## config.mk

```make
export PLATFORM = sky130hd
export DESIGN_NAME = set_mode_ctrl
export DESIGN_NICKNAME = d
export VERILOG_FILES = /design/src/rtl/set_mode_pkg.sv /design/src/rtl/press_classifier.sv /design/src/rtl/set_mode_ctrl.sv
export SDC_FILE = /design/constraint.sdc
export NUM_CORES = 1
export LEC_CHECK = 0
export BUFFER_PORTS_ARGS = -buffer_cell sky130_fd_sc_hd__buf_2
export CORE_ASPECT_RATIO = 1.75
export CORE_UTILIZATION = 25
export CTS_BUF_LIST = sky130_fd_sc_hd__clkbuf_4 sky130_fd_sc_hd__clkbuf_8
export CTS_CLUSTER_DIAMETER = 80
export DETAILED_ROUTE_END_ITERATION = 8
export PLACE_DENSITY_LB_ADDON = 0.12
export SKIP_CTS_REPAIR_TIMING = 1
export SLEW_MARGIN = 20
export SYNTH_ARGS = -nofsm -noshare
export SYNTH_HDL_FRONTEND = slang
export SYNTH_SLANG_ARGS = --single-unit
```

## constraint.sdc

```tcl
create_clock -name clock -period 1.9 [get_ports clock]
set_input_delay 0.38 -clock clock [delete_from_list [all_inputs] [get_ports clock]]
set_output_delay 0.38 -clock clock [all_outputs]
set_load 0.005 [all_outputs]
```

## src/rtl/set_mode_pkg.sv

```systemverilog
// Shared types and defaults for the set-mode controller: mode encoding,
// button-lock owner, registered event bundle and mode decode helpers.
package set_mode_pkg;

    // Externally visible mode encoding
    typedef enum logic [2:0] {
        MODE_IDLE = 3'd0,
        MODE_T_HH = 3'd1,
        MODE_T_MM = 3'd2,
        MODE_A_HH = 3'd3,
        MODE_A_MM = 3'd4
    } mode_e;

    // Which button currently owns the input lock
    typedef enum logic [1:0] {
        OWN_NONE = 2'd0,
        OWN_B1   = 2'd1,
        OWN_B2   = 2'd2,
        OWN_B3   = 2'd3
    } owner_e;

    // Accepted button events, bit 0 = b1, bit 1 = b2, bit 2 = b3
    typedef struct packed {
        logic [2:0] short_ev;
        logic [2:0] long_ev;
        logic [1:0] rpt;       // auto-repeat ticks for b1/b2 only
    } evt_t;

    localparam int unsigned LONG_CYC_DEF    = 16;
    localparam int unsigned REPEAT_CYC_DEF  = 4;
    localparam int unsigned TIMEOUT_CYC_DEF = 64;

    // Press and repeat counters cover 1..255, the idle timeout 2..65535
    localparam int CNT_W = 8;
    localparam int TMO_W = 16;

    function automatic logic is_time_mode(input mode_e m);
        return (m == MODE_T_HH) || (m == MODE_T_MM);
    endfunction

    function automatic logic is_alarm_mode(input mode_e m);
        return (m == MODE_A_HH) || (m == MODE_A_MM);
    endfunction

    function automatic logic is_minutes_mode(input mode_e m);
        return (m == MODE_T_MM) || (m == MODE_A_MM);
    endfunction

endpackage

```

## src/rtl/press_classifier.sv

```systemverilog
// Per-button press classifier: counts consecutive high cycles (saturating at
// LONG_CYC) and flags a one-cycle long event when the count reaches LONG_CYC,
// or a one-cycle short event on the first low cycle after a shorter press.
// A button seen high when reset releases stays disarmed until it reads low.
module press_classifier
    import set_mode_pkg::*;
#(
    parameter int unsigned LONG_CYC = LONG_CYC_DEF
) (
    input  logic clock,
    input  logic reset,
    input  logic btn,
    output logic active,
    output logic short_ev,
    output logic long_ev
);

    localparam logic [CNT_W-1:0] LONG_MAX  = CNT_W'(LONG_CYC);
    localparam logic [CNT_W-1:0] LONG_LAST = CNT_W'(LONG_CYC - 1);

    logic [CNT_W-1:0] cnt_q, cnt_d;
    logic             armed_q, armed_d;

    assign active = armed_q & btn;

    // Count armed high cycles and classify the press at its long point or release
    always_comb begin
        // NOTE: every always_comb output is defaulted first so no latch is inferred.
        cnt_d    = cnt_q;
        armed_d  = armed_q | ~btn;
        short_ev = 1'b0;
        long_ev  = 1'b0;
        if (active) begin
            if (cnt_q != LONG_MAX) begin
                cnt_d = cnt_q + CNT_W'(1);
            end
            if (cnt_q == LONG_LAST) begin
                long_ev = 1'b1;
            end
        end else begin
            short_ev = (cnt_q != '0) && (cnt_q != LONG_MAX);
            cnt_d    = '0;
        end
    end

    // Press counter and arm flag; reset disarms so a held button cannot fire
    always_ff @(posedge clock or negedge reset) begin
        // NOTE: flops use non-blocking assignments and clear asynchronously, so a
        // reset mid-press drops the partial count instead of finishing it later.
        if (!reset) begin
            cnt_q   <= '0;
            armed_q <= 1'b0;
        end else begin
            cnt_q   <= cnt_d;
            armed_q <= armed_d;
        end
    end

endmodule

```

## src/rtl/set_mode_ctrl.sv

```systemverilog
// Clock/alarm set-mode controller. Three press classifiers feed a lock stage
// (first-pressed button owns the inputs until all are released, b3 > b1 > b2
// on ties) and an auto-repeat generator; accepted events are registered once,
// then a registered FSM turns them into mode changes and single-cycle strobes.
module set_mode_ctrl
    import set_mode_pkg::*;
#(
    parameter int unsigned LONG_CYC    = LONG_CYC_DEF,
    parameter int unsigned REPEAT_CYC  = REPEAT_CYC_DEF,
    parameter int unsigned TIMEOUT_CYC = TIMEOUT_CYC_DEF
) (
    input  logic       clock,
    input  logic       reset,
    input  logic       b1_d,
    input  logic       b2_d,
    input  logic       b3_d,
    input  logic       alarm_ring,
    output logic [2:0] mode,
    output logic       set_time,
    output logic       set_alarm,
    output logic       field_sel,
    output logic       inc_pulse,
    output logic       dec_pulse,
    output logic       commit_pulse,
    output logic       stop_pulse,
    output logic       led
);

    localparam logic [CNT_W-1:0] REP_LAST = CNT_W'(REPEAT_CYC - 1);
    localparam logic [TMO_W-1:0] TMO_LAST = TMO_W'(TIMEOUT_CYC - 1);

    logic [2:0] btn;
    logic [2:0] active;
    logic [2:0] short_raw;
    logic [2:0] long_raw;
    logic [2:0] own_mask;

    owner_e           owner_q, owner_d;
    evt_t             evt_q, evt_d;
    logic [1:0]       rep_q, rep_d;
    logic [CNT_W-1:0] rep_cnt_q, rep_cnt_d;

    mode_e            mode_q, mode_d;
    logic [TMO_W-1:0] tmo_q, tmo_d;
    logic             inc_d, dec_d, commit_d, stop_d;
    logic             set_time_q, set_alarm_q, field_sel_q, led_q;
    logic             inc_q, dec_q, commit_q, stop_q;

    assign btn = {b3_d, b2_d, b1_d};

    for (genvar i = 0; i < 3; i++) begin : g_btn
        press_classifier #(
            .LONG_CYC (LONG_CYC)
        ) u_press (
            .clock    (clock),
            .reset    (reset),
            .btn      (btn[i]),
            .active   (active[i]),
            .short_ev (short_raw[i]),
            .long_ev  (long_raw[i])
        );
    end

    // Input lock, event gating and auto-repeat for the owning b1/b2 button
    always_comb begin
        owner_d   = owner_q;
        rep_d     = rep_q;
        rep_cnt_d = rep_cnt_q;

        case (owner_q)
            OWN_B1:  own_mask = 3'b001;
            OWN_B2:  own_mask = 3'b010;
            OWN_B3:  own_mask = 3'b100;
            default: own_mask = 3'b000;
        endcase

        if (owner_q == OWN_NONE) begin
            if (active[2]) begin
                owner_d = OWN_B3;
            end else if (active[0]) begin
                owner_d = OWN_B1;
            end else if (active[1]) begin
                owner_d = OWN_B2;
            end
        end else if (btn == 3'b000) begin
            // The owner's release event is still gated by owner_q this cycle
            owner_d = OWN_NONE;
        end

        evt_d.short_ev = short_raw & own_mask;
        evt_d.long_ev  = long_raw & own_mask;
        evt_d.rpt      = 2'b00;

        // Repeat only starts from a long press made inside a set state
        if (mode_q == MODE_IDLE) begin
            rep_d     = 2'b00;
            rep_cnt_d = '0;
        end else if (evt_d.long_ev[1:0] != 2'b00) begin
            rep_d     = evt_d.long_ev[1:0];
            rep_cnt_d = '0;
        end else if ((rep_q & btn[1:0]) != 2'b00) begin
            if (rep_cnt_q == REP_LAST) begin
                evt_d.rpt = rep_q;
                rep_cnt_d = '0;
            end else begin
                rep_cnt_d = rep_cnt_q + CNT_W'(1);
            end
        end else begin
            rep_d     = 2'b00;
            rep_cnt_d = '0;
        end
    end

    // Lock owner, accepted-event register and repeat counter
    always_ff @(posedge clock or negedge reset) begin
        if (!reset) begin
            owner_q   <= OWN_NONE;
            evt_q     <= '0;
            rep_q     <= 2'b00;
            rep_cnt_q <= '0;
        end else begin
            owner_q   <= owner_d;
            evt_q     <= evt_d;
            rep_q     <= rep_d;
            rep_cnt_q <= rep_cnt_d;
        end
    end

    // Mode transitions, strobes and idle timeout from the registered events
    always_comb begin
        mode_d   = mode_q;
        tmo_d    = '0;
        inc_d    = 1'b0;
        dec_d    = 1'b0;
        commit_d = 1'b0;
        stop_d   = 1'b0;

        case (mode_q)
            MODE_IDLE: begin
                if (evt_q.long_ev[0]) begin
                    mode_d = MODE_T_HH;
                end else if (evt_q.long_ev[1]) begin
                    mode_d = MODE_A_HH;
                end else if (evt_q.short_ev[2] && alarm_ring) begin
                    stop_d = 1'b1;
                end
            end
            MODE_T_HH, MODE_T_MM, MODE_A_HH, MODE_A_MM: begin
                if (evt_q.long_ev[2]) begin
                    mode_d = MODE_IDLE;
                end else if (evt_q.short_ev[2]) begin
                    case (mode_q)
                        MODE_T_HH: mode_d = MODE_T_MM;
                        MODE_A_HH: mode_d = MODE_A_MM;
                        default: begin
                            mode_d   = MODE_IDLE;
                            commit_d = 1'b1;
                        end
                    endcase
                end else if (evt_q.short_ev[0] || evt_q.long_ev[0] || evt_q.rpt[0]) begin
                    inc_d = 1'b1;
                end else if (evt_q.short_ev[1] || evt_q.long_ev[1] || evt_q.rpt[1]) begin
                    dec_d = 1'b1;
                end

                if ((mode_d != mode_q) || (btn != 3'b000)) begin
                    tmo_d = '0;
                end else if (tmo_q == TMO_LAST) begin
                    mode_d = MODE_IDLE;
                    inc_d  = 1'b0;
                    dec_d  = 1'b0;
                end else begin
                    tmo_d = tmo_q + TMO_W'(1);
                end
            end
            default: mode_d = MODE_IDLE;
        endcase
    end

    // Mode FSM state with every output registered from the next mode
    always_ff @(posedge clock or negedge reset) begin
        if (!reset) begin
            mode_q      <= MODE_IDLE;
            tmo_q       <= '0;
            set_time_q  <= 1'b0;
            set_alarm_q <= 1'b0;
            field_sel_q <= 1'b0;
            led_q       <= 1'b0;
            inc_q       <= 1'b0;
            dec_q       <= 1'b0;
            commit_q    <= 1'b0;
            stop_q      <= 1'b0;
        end else begin
            mode_q      <= mode_d;
            tmo_q       <= tmo_d;
            set_time_q  <= is_time_mode(mode_d);
            set_alarm_q <= is_alarm_mode(mode_d);
            field_sel_q <= is_minutes_mode(mode_d);
            led_q       <= (mode_d != MODE_IDLE);
            inc_q       <= inc_d;
            dec_q       <= dec_d;
            commit_q    <= commit_d;
            stop_q      <= stop_d;
        end
    end

    assign mode         = mode_q;
    assign set_time     = set_time_q;
    assign set_alarm    = set_alarm_q;
    assign field_sel    = field_sel_q;
    assign led          = led_q;
    assign inc_pulse    = inc_q;
    assign dec_pulse    = dec_q;
    assign commit_pulse = commit_q;
    assign stop_pulse   = stop_q;

endmodule

```

==> results of run 1 <==
[flip-flops by register name, indices dropped and copies added, names as in the netlist]
name                   count
rep_cnt_q                  8
set_alarm                  1
dec_pulse                  1
owner_q                    2
g_btn.u_press.cnt_q       24
led                        1
g_btn.u_press.armed_q      3
rep_q                      2
mode                       3
commit_pulse               1
field_sel                  1
stop_pulse                 1
tmo_q                     16
set_time                   1
inc_pulse                  1
evt_q                      8
[power groups by stage]
stage / Clock [mW] / Combinational (mW) / Sequential, mW
global route: 1.38 / 0.283 / 1.72
global placement: 0 / 0.244 / 1.74
finish: 1.27 / 0.241 / 1.70
CTS: 1.33 / 0.245 / 1.70
floorplan: 0 / 0.184 / 1.68
detailed placement: 0 / 0.245 / 1.74
[worst max path at each step]
stage / start / endpoint / slack (ns) / cells after the start
after floorplan: tmo_q[0]$_DFF_PN0_ / set_time$_DFF_PN0_ / 0.13 / 7
after global placement: g_btn[1].u_press.cnt_q[6]$_DFFE_PN0P_ / rep_cnt_q[2]$_DFF_PN0_ / 0.09 / 5
after detailed placement: tmo_q[13]$_DFF_PN0_ / set_time$_DFF_PN0_ / -0.003 / 6
after CTS: tmo_q[13]$_DFF_PN0_ / set_time$_DFF_PN0_ / -0.01 / 6
after global routing: tmo_q[13]$_DFF_PN0_ / set_time$_DFF_PN0_ / -0.03 / 6
final: tmo_q[12]$_DFF_PN0_ / set_time$_DFF_PN0_ / 0.07 / 6
[metrics by stage]
stage / hold slack (ns) / power, mW
after global placement: 0.354 / 1.98
after floorplan: 0.0844 / 1.86
after detailed placement: 0.352 / 1.98
after CTS: -0.0400 / 3.28
after global routing: 0.249 / 3.38
final: 0.263 / 3.22
[final cells by class]
type	count	area (sq um)	share of cell area, %
multi-input cells	238	1580	37.3
repair buffers	47	343	8.08
flip-flops and latches	74	1850	43.7
inverters	11	41.3	0.974
clock buffers	11	151	3.57
clock inverters	5	52.6	1.24
well taps	174	218	5.13
[metal layers]
metal | wire length [um] | vias up | part of all wire (%) | global-route usage (%)
met4 | 197 | 0 | 2.5 | 6.50
met5 | 0 | - | 0 | 0
li1 | - | 1225 | - | -
met3 | 225 | 13 | 2.9 | 2.83
met1 | 3120 | 1193 | 40 | 12.8
met2 | 4220 | 35 | 54 | 21.8
[cell usage in the layout (no fill, tap or decap), types with 2 or more instances in the layout]
master,n
a21oi_1,5
buf_4,29
o21ai_1,2
nor2b_1,2
nor4_1,3
buf_2,15
nand2_1,25
and3_1,11
nand3_1,28
inv_1,10
or2_2,4
nor4_2,3
nor4_4,2
nor4b_2,2
xnor2_1,13
ha_1,8
a211oi_1,3
nor3_1,7
buf_12,2
nand4b_1,3
nand4_1,2
clkinv_2,3
o21ai_0,3
o31ai_1,2
nor2_1,51
clkbuf_8,11
dfrtp_1,74
a22o_1,2
nand2b_1,4
or3_1,6
xor2_1,26
[cells by family after synthesis]
| logic type | Yosys count | synth area share, % |
|---|---|---|
| adder cells (fa/ha/maj) | 8 | 2.89 |
| AND/OR/NAND/NOR | 163 | 25.0 |
| flip-flops | 74 | 53.5 |
| AO/OA/AOI/OAI | 25 | 5.56 |
| buffers and inverters | 18 | 2.10 |
| XOR/XNOR | 40 | 10.3 |
| multiplexers | 2 | 0.614 |
[worst max-delay path: stages, from the launching register on]
cell and delay [ns]:
dfrtp_1 0.43, nor4_2 0.32, nand4_2 0.19, a2111oi_4 0.35
o22a_2 0.26, inv_2 0.06, xnor2_2 0.12
==> reports/qor.csv, run 1 <==
metric;value;unit
status;completed;
path_max_fanout;4;
track_usage;12.0;%
min-delay-start;b1_d;
criticalPathCategory;register to register;
timing.reg2reg.setup_slack;0.07;ns
rows;56;
wl_per_cell;13.8;um
drcViolationCount;0;
finalCritPeriodShare;96.3;%
yosysTopAreaCell;dfrtp_1;
avgViaCountPerCell;4.40;
dieArea;14300;sq um
synth_top_cells_by_count;dfrtp_1, nor2_1, nand3_1, xor2_1, nand2_1;
postRouteAntennaNets;0;
rsz0062_at_grt;yes;
skew;0.0101;ns
worst_pin_slew;0.449;ns
syn-num-nets;344;
post_synth.cell_area_avg;10.5;sq um
cts-htree-levels;3;
core-area;13500;sq um
ys.flop_type;dfrtp_1;
setup_viol;0;
gp_congestion;0.765;
dr.pass1.iters;4;
grt_max_degree;32;
synth.distinct_cells;49;
yosys-top-cells-area;dfrtp_1, xor2_1, nor2_1;
die_w;91.0;um
clk_pin_slew;0.08;ns
syn_area;3460;sq um
fin_area;4240;sq um
startpoint_type;register;
power_frac_comb;7.5;%
grt_pass1_vias;2690;
clockPowerShare;39.6;%
clock_latency;0.35;ns
fillers;1428;
netSwitchingPower;0.808;mW
worst_hold_path.endpoint;g_btn[0].u_press.armed_q$_DFF_PN0_;
p_per_area;758;nW/um^2
synth.top_cell.area_share;53.5;%
ys_seq_area_share;53.5;%
whs_path_depth;2;
p_sw_share;25.1;%
die_y;158;um
place_ws;-0.00284;ns
via_count;2466;
final.setup.worst_slack;0.0705;ns
r2r_start;tmo_q[12]$_DFF_PN0_;
max_freq;547;MHz
utilization;31.5;%
rr_endpoint;set_time$_DFF_PN0_;
synth_most_common_cell;dfrtp_1;
synth_edf_count;0;
cts_root_buffer;clkbuf_8;
io_buffers;16;
cp.required;2.14;ns
vdd_drop_max;0.000280;V
drv_slew;0;
drv_cap;0;
finalNonFillerCells;560;
cell_internal_pwr;2.41;mW
place_area;3960;sq um
period_needed;1.83;ns
initial_core_util;25.7;%
finalSetupTns;0;ns
crit_path_end_kind;register;
wl;7.76;mm
num_io_pins;17;
nNetsFinal;395;
drtIter0Drc;95;
syn2layout_area_growth;22.4;%
ff2ff_path_depth;6;
synthCells;330;
antenna_found_initial;0;
grt_overflow_total;0;
p_seq_share;52.9;%
p_leak;1.92;nW
hold_class;primary input to register;
final_hold_viol_count;0;
tritoncts;yes;
slew_headroom;69.8;%
diodes;0;
postSynth.asyncResetShare;100;%
cts_sinks;74;
grt_first_pass_wirelength;13.3;mm
critical_path_arrival;2.07;ns
dp.cells;540;
ys_warn_count;0;
cts_made_buffers;9;
dp.final_hpwl;5.78;mm
drive_gt1_share;22.0;%
clockBufferDepth;2;
synth_seq_cells;74;
No activity file was read; power rests on OpenSTA's default activity.
==> run 2, diff against run 1 <==
Settings changed: ABC_AREA from default to 1.
==> run 2 against run 1 <==
Clock skew increased by 0.0040 ns; via count increased by 15%; first-iteration DRC count increased by 1.1%; setup slack improved by 0.21 ns; sequential share of layout area increased by 1.0 points; critical path type unchanged; hold slack got worse by 0.039 ns; sequential power increased by 3%; register-to-register slack improved by 0.21 ns; highest routed layer unchanged.
==> reports/qor.csv, run 2 <==
metric;value;unit
grt_max_degree;33;
p_sw_share;31.0;%
cts_root_buffer;clkbuf_8;
num_io_pins;17;
tritoncts;yes;
status;completed;
hold_class;primary input to register;
synth_top_family_by_area;simple AND/OR/NAND/NOR gates;
initial_core_util;25.7;%
crit_path_end_kind;register;
period_needed;1.62;ns
synth_seq_cells;74;
synth_most_common_cell;dfrtp_1;
drtIter0Drc;96;
io_buffers;16;
largest_reg_flops;24;
place_area;3970;sq um
slew_headroom;66.4;%
die_w;92.4;um
cts_made_buffers;9;
wl;7.98;mm
criticalPathCategory;register to register;
nNetsFinal;462;
synthMuxAreaShare;0;%
synth_edf_count;0;
rows;57;
vdd_drop_max;0.000270;V
avgViaCountPerCell;4.50;
p_leak;1.86;nW
cp.required;2.14;ns
path_max_fanout;5;
die_y;160;um
startpoint_type;register;
via_count;2831;
drive_gt1_share;12.4;%
worst_pin_slew;0.500;ns
postSynth.asyncResetShare;100;%
ys_warn_count;0;
wl_per_cell;12.7;um
top_regs;g_btn.u_press.cnt_q (24), tmo_q (16);
power_frac_comb;16.8;%
clockBufferDepth;2;
crit_slowest_cell;dfrtp_1;
synth.distinct_cells;37;
final_common_cell;dfrtp_1;
synth_top_cells_by_count;dfrtp_1, nor2_1, nand2_1, inv_1, nand3_1;
cts_sinks;74;
drv_slew;0;
setup_viol;0;
antenna_found_initial;0;
max_stage_delay;0.38;ns
cts-htree-levels;3;
max_freq;617;MHz
grt_pass1_vias;2899;
clk_pin_slew;0.09;ns
post_synth.cell_area_avg;8.69;sq um
drv_cap;0;
clockPowerShare;31.9;%
track_usage;11.7;%
synth.top_cell.area_share;51.8;%
finalCritPeriodShare;85.3;%
syn_area;3570;sq um
final_hold_viol_count;0;
path_cells;ha_1 -> nand3_2 -> nor3_4 -> nand3_4 -> nand3_2 -> nand2_2 -> nand2_1 -> nand2_1;
dp.final_hpwl;6.01;mm
cell_internal_pwr;2.35;mW
p_seq_share;51.4;%
critical_path_arrival;1.86;ns
gp_congestion;0.798;
grt_overflow_total;0;
grt_first_pass_wirelength;13.5;mm
postRouteAntennaNets;0;
yosys-top-cells-area;dfrtp_1, nor2_1, nand2_1;
rsz0062_at_grt;no;
dieArea;14800;sq um
syn2layout_area_growth;16.0;%
netSwitchingPower;1.06;mW
diodes;0;
dr.pass1.iters;5;
synth-compound-area-share;9.21;%
synth_xor_area_share;2.94;%
ys_seq_area_share;51.8;%
clock_latency;0.35;ns
core-area;13900;sq um
top_register;g_btn.u_press.cnt_q;
p_per_area;822;nW/um^2
syn-num-nets;425;
skew;0.0141;ns
yosysTopAreaCell;dfrtp_1;
synth-adder-area-share;2.80;%
finalSetupTns;0;ns
drcViolationCount;0;
fin_area;4150;sq um
ys.flop_type;dfrtp_1;
most-common-layout-cells;dfrtp_1, nor2_1, nand2_1;
yosys.area_share.simple;27.6;%
synthCells;411;
[run 2: cell count changes after synthesis, sizes merged, moves of 10 or more]
cell | previous run | this run
nand4 | 3 | 14
o21ai | 5 | 25
and3 | 11 | 1
inv | 11 | 50
xnor2 | 14 | 3
a21oi | 5 | 24
xor2 | 26 | 9
nor2 | 51 | 73
nand2 | 25 | 61
[run 2: layout make-up]
class | count | area, sq um
clock buffers | 9 | 124
fillers | 1510 | 9760
repair buffers | 27 | 193
inverters | 51 | 191
flip-flops and latches | 74 | 1850
multi-input cells | 285 | 1520
well taps | 177 | 221
clock inverters | 6 | 45.0
[run 2: cell families (layout without fill, tap and decap cells)]
family          after synthesis  count (layout)
simple gates                207             207
buf+inv                      52              93
fa+ha+maj                     8               8
flops                        74              74
compound gates               58              58
xor+xnor                     12              12
[run 2: final timing paths]
path | startpoint | endpoint | slack (ns) | cells past startpoint
setup / recovery | tmo_q[0]$_DFF_PN0_ | field_sel$_DFF_PN0_ | 0.28 | 8
hold / removal | b3_d | g_btn[2].u_press.armed_q$_DFF_PN0_ | 0.22 | 2
setup reg to reg | tmo_q[0]$_DFF_PN0_ | field_sel$_DFF_PN0_ | 0.28 | 8
hold reg to reg | g_btn[1].u_press.armed_q$_DFF_PN0_ | g_btn[1].u_press.armed_q$_DFF_PN0_ | 0.46 | 2
max in group asynchronous | reset | g_btn[1].u_press.cnt_q[7]$_DFFE_PN0P_ | 0.87 | 3
min in group asynchronous | reset | tmo_q[5]$_DFF_PN0_ | 0.51 | 2
[run 2: routing by layer]
layer	vias to the layer above	track usage (%)	routed length, um
met3	12	2.24	200
met4	0	5.33	155
met2	36	21.5	4330
li1	1427	-	-
met1	1356	12.5	3290
met5	-	0	0
[run 2: per-stage QoR]
| step | hold WS, ns | setup WS (ns) | std cells | power (mW) | util (%) |
|---|---|---|---|---|---|
| after floorplan | 0.0844 | 0.428 | 411 | 2.11 | - |
| after global placement | 0.363 | 0.290 | 613 | 2.36 | 28.5 |
| after detailed placement | 0.372 | 0.276 | 613 | 2.37 | 28.5 |
| after CTS | -0.0314 | 0.263 | 628 | 3.49 | 29.7 |
| after global routing | 0.229 | 0.112 | 629 | 3.63 | 29.8 |
| final | 0.224 | 0.279 | 629 | 3.41 | 29.8 |
[run 2: power by group through the flow]
stage                     combinational [mW]  sequential, mW  clock, mW
after global placement                 0.581            1.78          0
after floorplan                        0.345            1.77          0
after global routing                   0.651            1.77       1.21
after detailed placement               0.581            1.79          0
after CTS                              0.583            1.75       1.16
final                                  0.571            1.75       1.09
[run 2: critical path, delay by kind of cell, from the launching register on]
kind	cells	cell delay [ns]
and+or+nand+nor	7	0.89
adders and majority gates	1	0.25
DFF	1	0.38
==> run 3, diff against run 2 <==
Settings changed: PLACE_DENSITY_LB_ADDON 0.12 to 0.25, REMOVE_ABC_BUFFERS from default to 1.
==> run 3 against run 2 <==
Clock power increased by 23%; flip-flop and latch count unchanged; final cell count unchanged; global-route usage decreased by 0.82 points; hold slack got worse by 0.020 ns; critical path depth decreased by 1; critical path type unchanged.
==> reports/qor.csv, run 3 (synthesis gave the netlist of run 2 again) <==
metric;value;unit
status;completed;
dr.pass1.iters;4;
p_seq_share;48.0;%
rows;57;
hold_class;primary input to register;
max_freq;609;MHz
io_buffers;16;
path_max_fanout;9;
antenna_found_initial;0;
setup_viol;0;
min-delay-start;b3_d;
crit_path_end_kind;register;
clk_pin_slew;0.08;ns
cell_internal_pwr;2.62;mW
clock_latency;0.36;ns
top_register;g_btn.u_press.cnt_q;
period_needed;1.64;ns
cts_root_buffer;clkbuf_8;
drv_cap;0;
drtIter0Drc;98;
via_count;2767;
skew;0.0110;ns
final_hold_viol_count;0;
crit_slowest_cell;dfrtp_1;
grt_overflow_total;0;
netSwitchingPower;1.03;mW
most-common-layout-cells;dfrtp_1, nor2_1, nand2_1;
critical_path_arrival;1.88;ns
avgViaCountPerCell;4.40;
drive_gt1_share;12.4;%
vdd_drop_max;0.000374;V
worst_hold_path.endpoint;g_btn[2].u_press.armed_q$_DFF_PN0_;
postRouteAntennaNets;0;
wl_per_cell;11.6;um
path_cells;ha_1 -> nand3_2 -> nor3_4 -> nand2_1 -> nand3_2 -> buf_12 -> nor3_1;
clockPowerShare;36.7;%
utilization;30.0;%
cpMostUsedCell;nand3_2;
max_stage_delay;0.38;ns
core-area;13900;sq um
top_regs;g_btn.u_press.cnt_q (24), tmo_q (16);
cp.required;2.14;ns
grt_max_degree;27;
drv_slew;0;
crit_family;simple AND/OR/NAND/NOR gates;
whs_path_depth;2;
cts_made_buffers;9;
rsz0062_at_grt;no;
clockBufferDepth;2;
ff2ff_path_depth;7;
grt_first_pass_wirelength;12.6;mm
timing.reg2reg.setup_slack;0.26;ns
final_common_cell;dfrtp_1;
r2r_start;tmo_q[0]$_DFF_PN0_;
criticalPathCategory;register to register;
wl;7.31;mm
slew_headroom;62.8;%
drcViolationCount;0;
finalSetupTns;0;ns
diodes;0;
die_w;92.4;um
rr_endpoint;tmo_q[8]$_DFF_PN0_;
largest_reg_flops;24;
startpoint_type;register;
syn2layout_area_growth;16.7;%
p_sw_share;28.3;%
worst_pin_slew;0.553;ns
p_per_area;876;nW/um^2
hold_slack;0.204;ns
finalCritPeriodShare;86.5;%
die_y;160;um
gp_congestion;0.803;
fillers;1461;
dp.final_hpwl;5.48;mm
dieArea;14800;sq um
track_usage;10.9;%
cts_sinks;74;
grt_pass1_vias;2763;
nNetsFinal;461;
p_leak;1.89;nW
initial_core_util;25.7;%
num_io_pins;17;
power_frac_comb;15.3;%
worst-path-buf-inv;1;
tritoncts;yes;
cts-htree-levels;3;
-- run 3: cell types whose count changed in the layout (fill, tap and decap cells not counted), sizes merged --
| cell | change |
|---|---|
| bufinv | +2 |
| clkinvlp | -2 |
| buf | -1 |
| inv | +1 |
-- run 3: final cells by class --
type,instances,area [sq um],share of cell area (%)
Sequential cell,74,1850,44.4
Multi-Input combinational cell,285,1520,36.4
Tap cell,177,221,5.31
Inverter,51,191,4.59
Timing Repair Buffer,26,173,4.14
Clock buffer,9,124,2.97
Clock inverter,7,91.3,2.19
-- run 3: worst reg2reg max path, stage by stage, from the launching register on --
cell	delay, ns
dfrtp_1	0.38
ha_1	0.26
nand3_2	0.14
nor3_4	0.25
nand2_1	0.11
nand3_2	0.19
buf_12	0.15
nor3_1	0.05
-- run 3: stage by stage --
stage	worst slack [ns]	cell area, sq um	instances	power [mW]
final	0.257	4170	629	3.65
after global routing	0.102	4170	629	3.87
after CTS	0.213	4160	628	3.71
after detailed placement	0.228	3950	612	2.35
after global placement	0.274	3950	612	2.34
after floorplan	0.387	3560	410	2.11
-- run 3: power groups by stage --
stage | sequential [mW] | combinational (mW) | clock, mW
after global routing | 1.77 | 0.644 | 1.46
final | 1.75 | 0.559 | 1.34
after floorplan | 1.77 | 0.341 | 0
after global placement | 1.78 | 0.561 | 0
after detailed placement | 1.78 | 0.567 | 0
after CTS | 1.75 | 0.567 | 1.39
-- run 3: worst max-delay path by stage --
stage	from	to	slack [ns]	cells past startpoint
2_1_floorplan	tmo_q[0]$_DFF_PN0_	tmo_q[12]$_DFF_PN0_	0.39	7
3_3_place_gp	tmo_q[0]$_DFF_PN0_	tmo_q[8]$_DFF_PN0_	0.27	7
3_5_place_dp	tmo_q[0]$_DFF_PN0_	tmo_q[8]$_DFF_PN0_	0.23	7
4_1_cts	tmo_q[0]$_DFF_PN0_	tmo_q[14]$_DFF_PN0_	0.21	7
5_1_grt	tmo_q[0]$_DFF_PN0_	tmo_q[9]$_DFF_PN0_	0.10	7
6_report	tmo_q[0]$_DFF_PN0_	tmo_q[8]$_DFF_PN0_	0.26	7
-- run 3: routing by layer --
layer  up-vias  wire, um  global-route usage [%]  part of all wire [%]
met4         0       195                    5.89                   2.7
met2        40      3680                    18.4                    50
met5         -         0                       0                     0
met3        13       215                    2.71                   2.9
met1      1289      3220                    12.4                    44
li1       1425         -                       -                     -
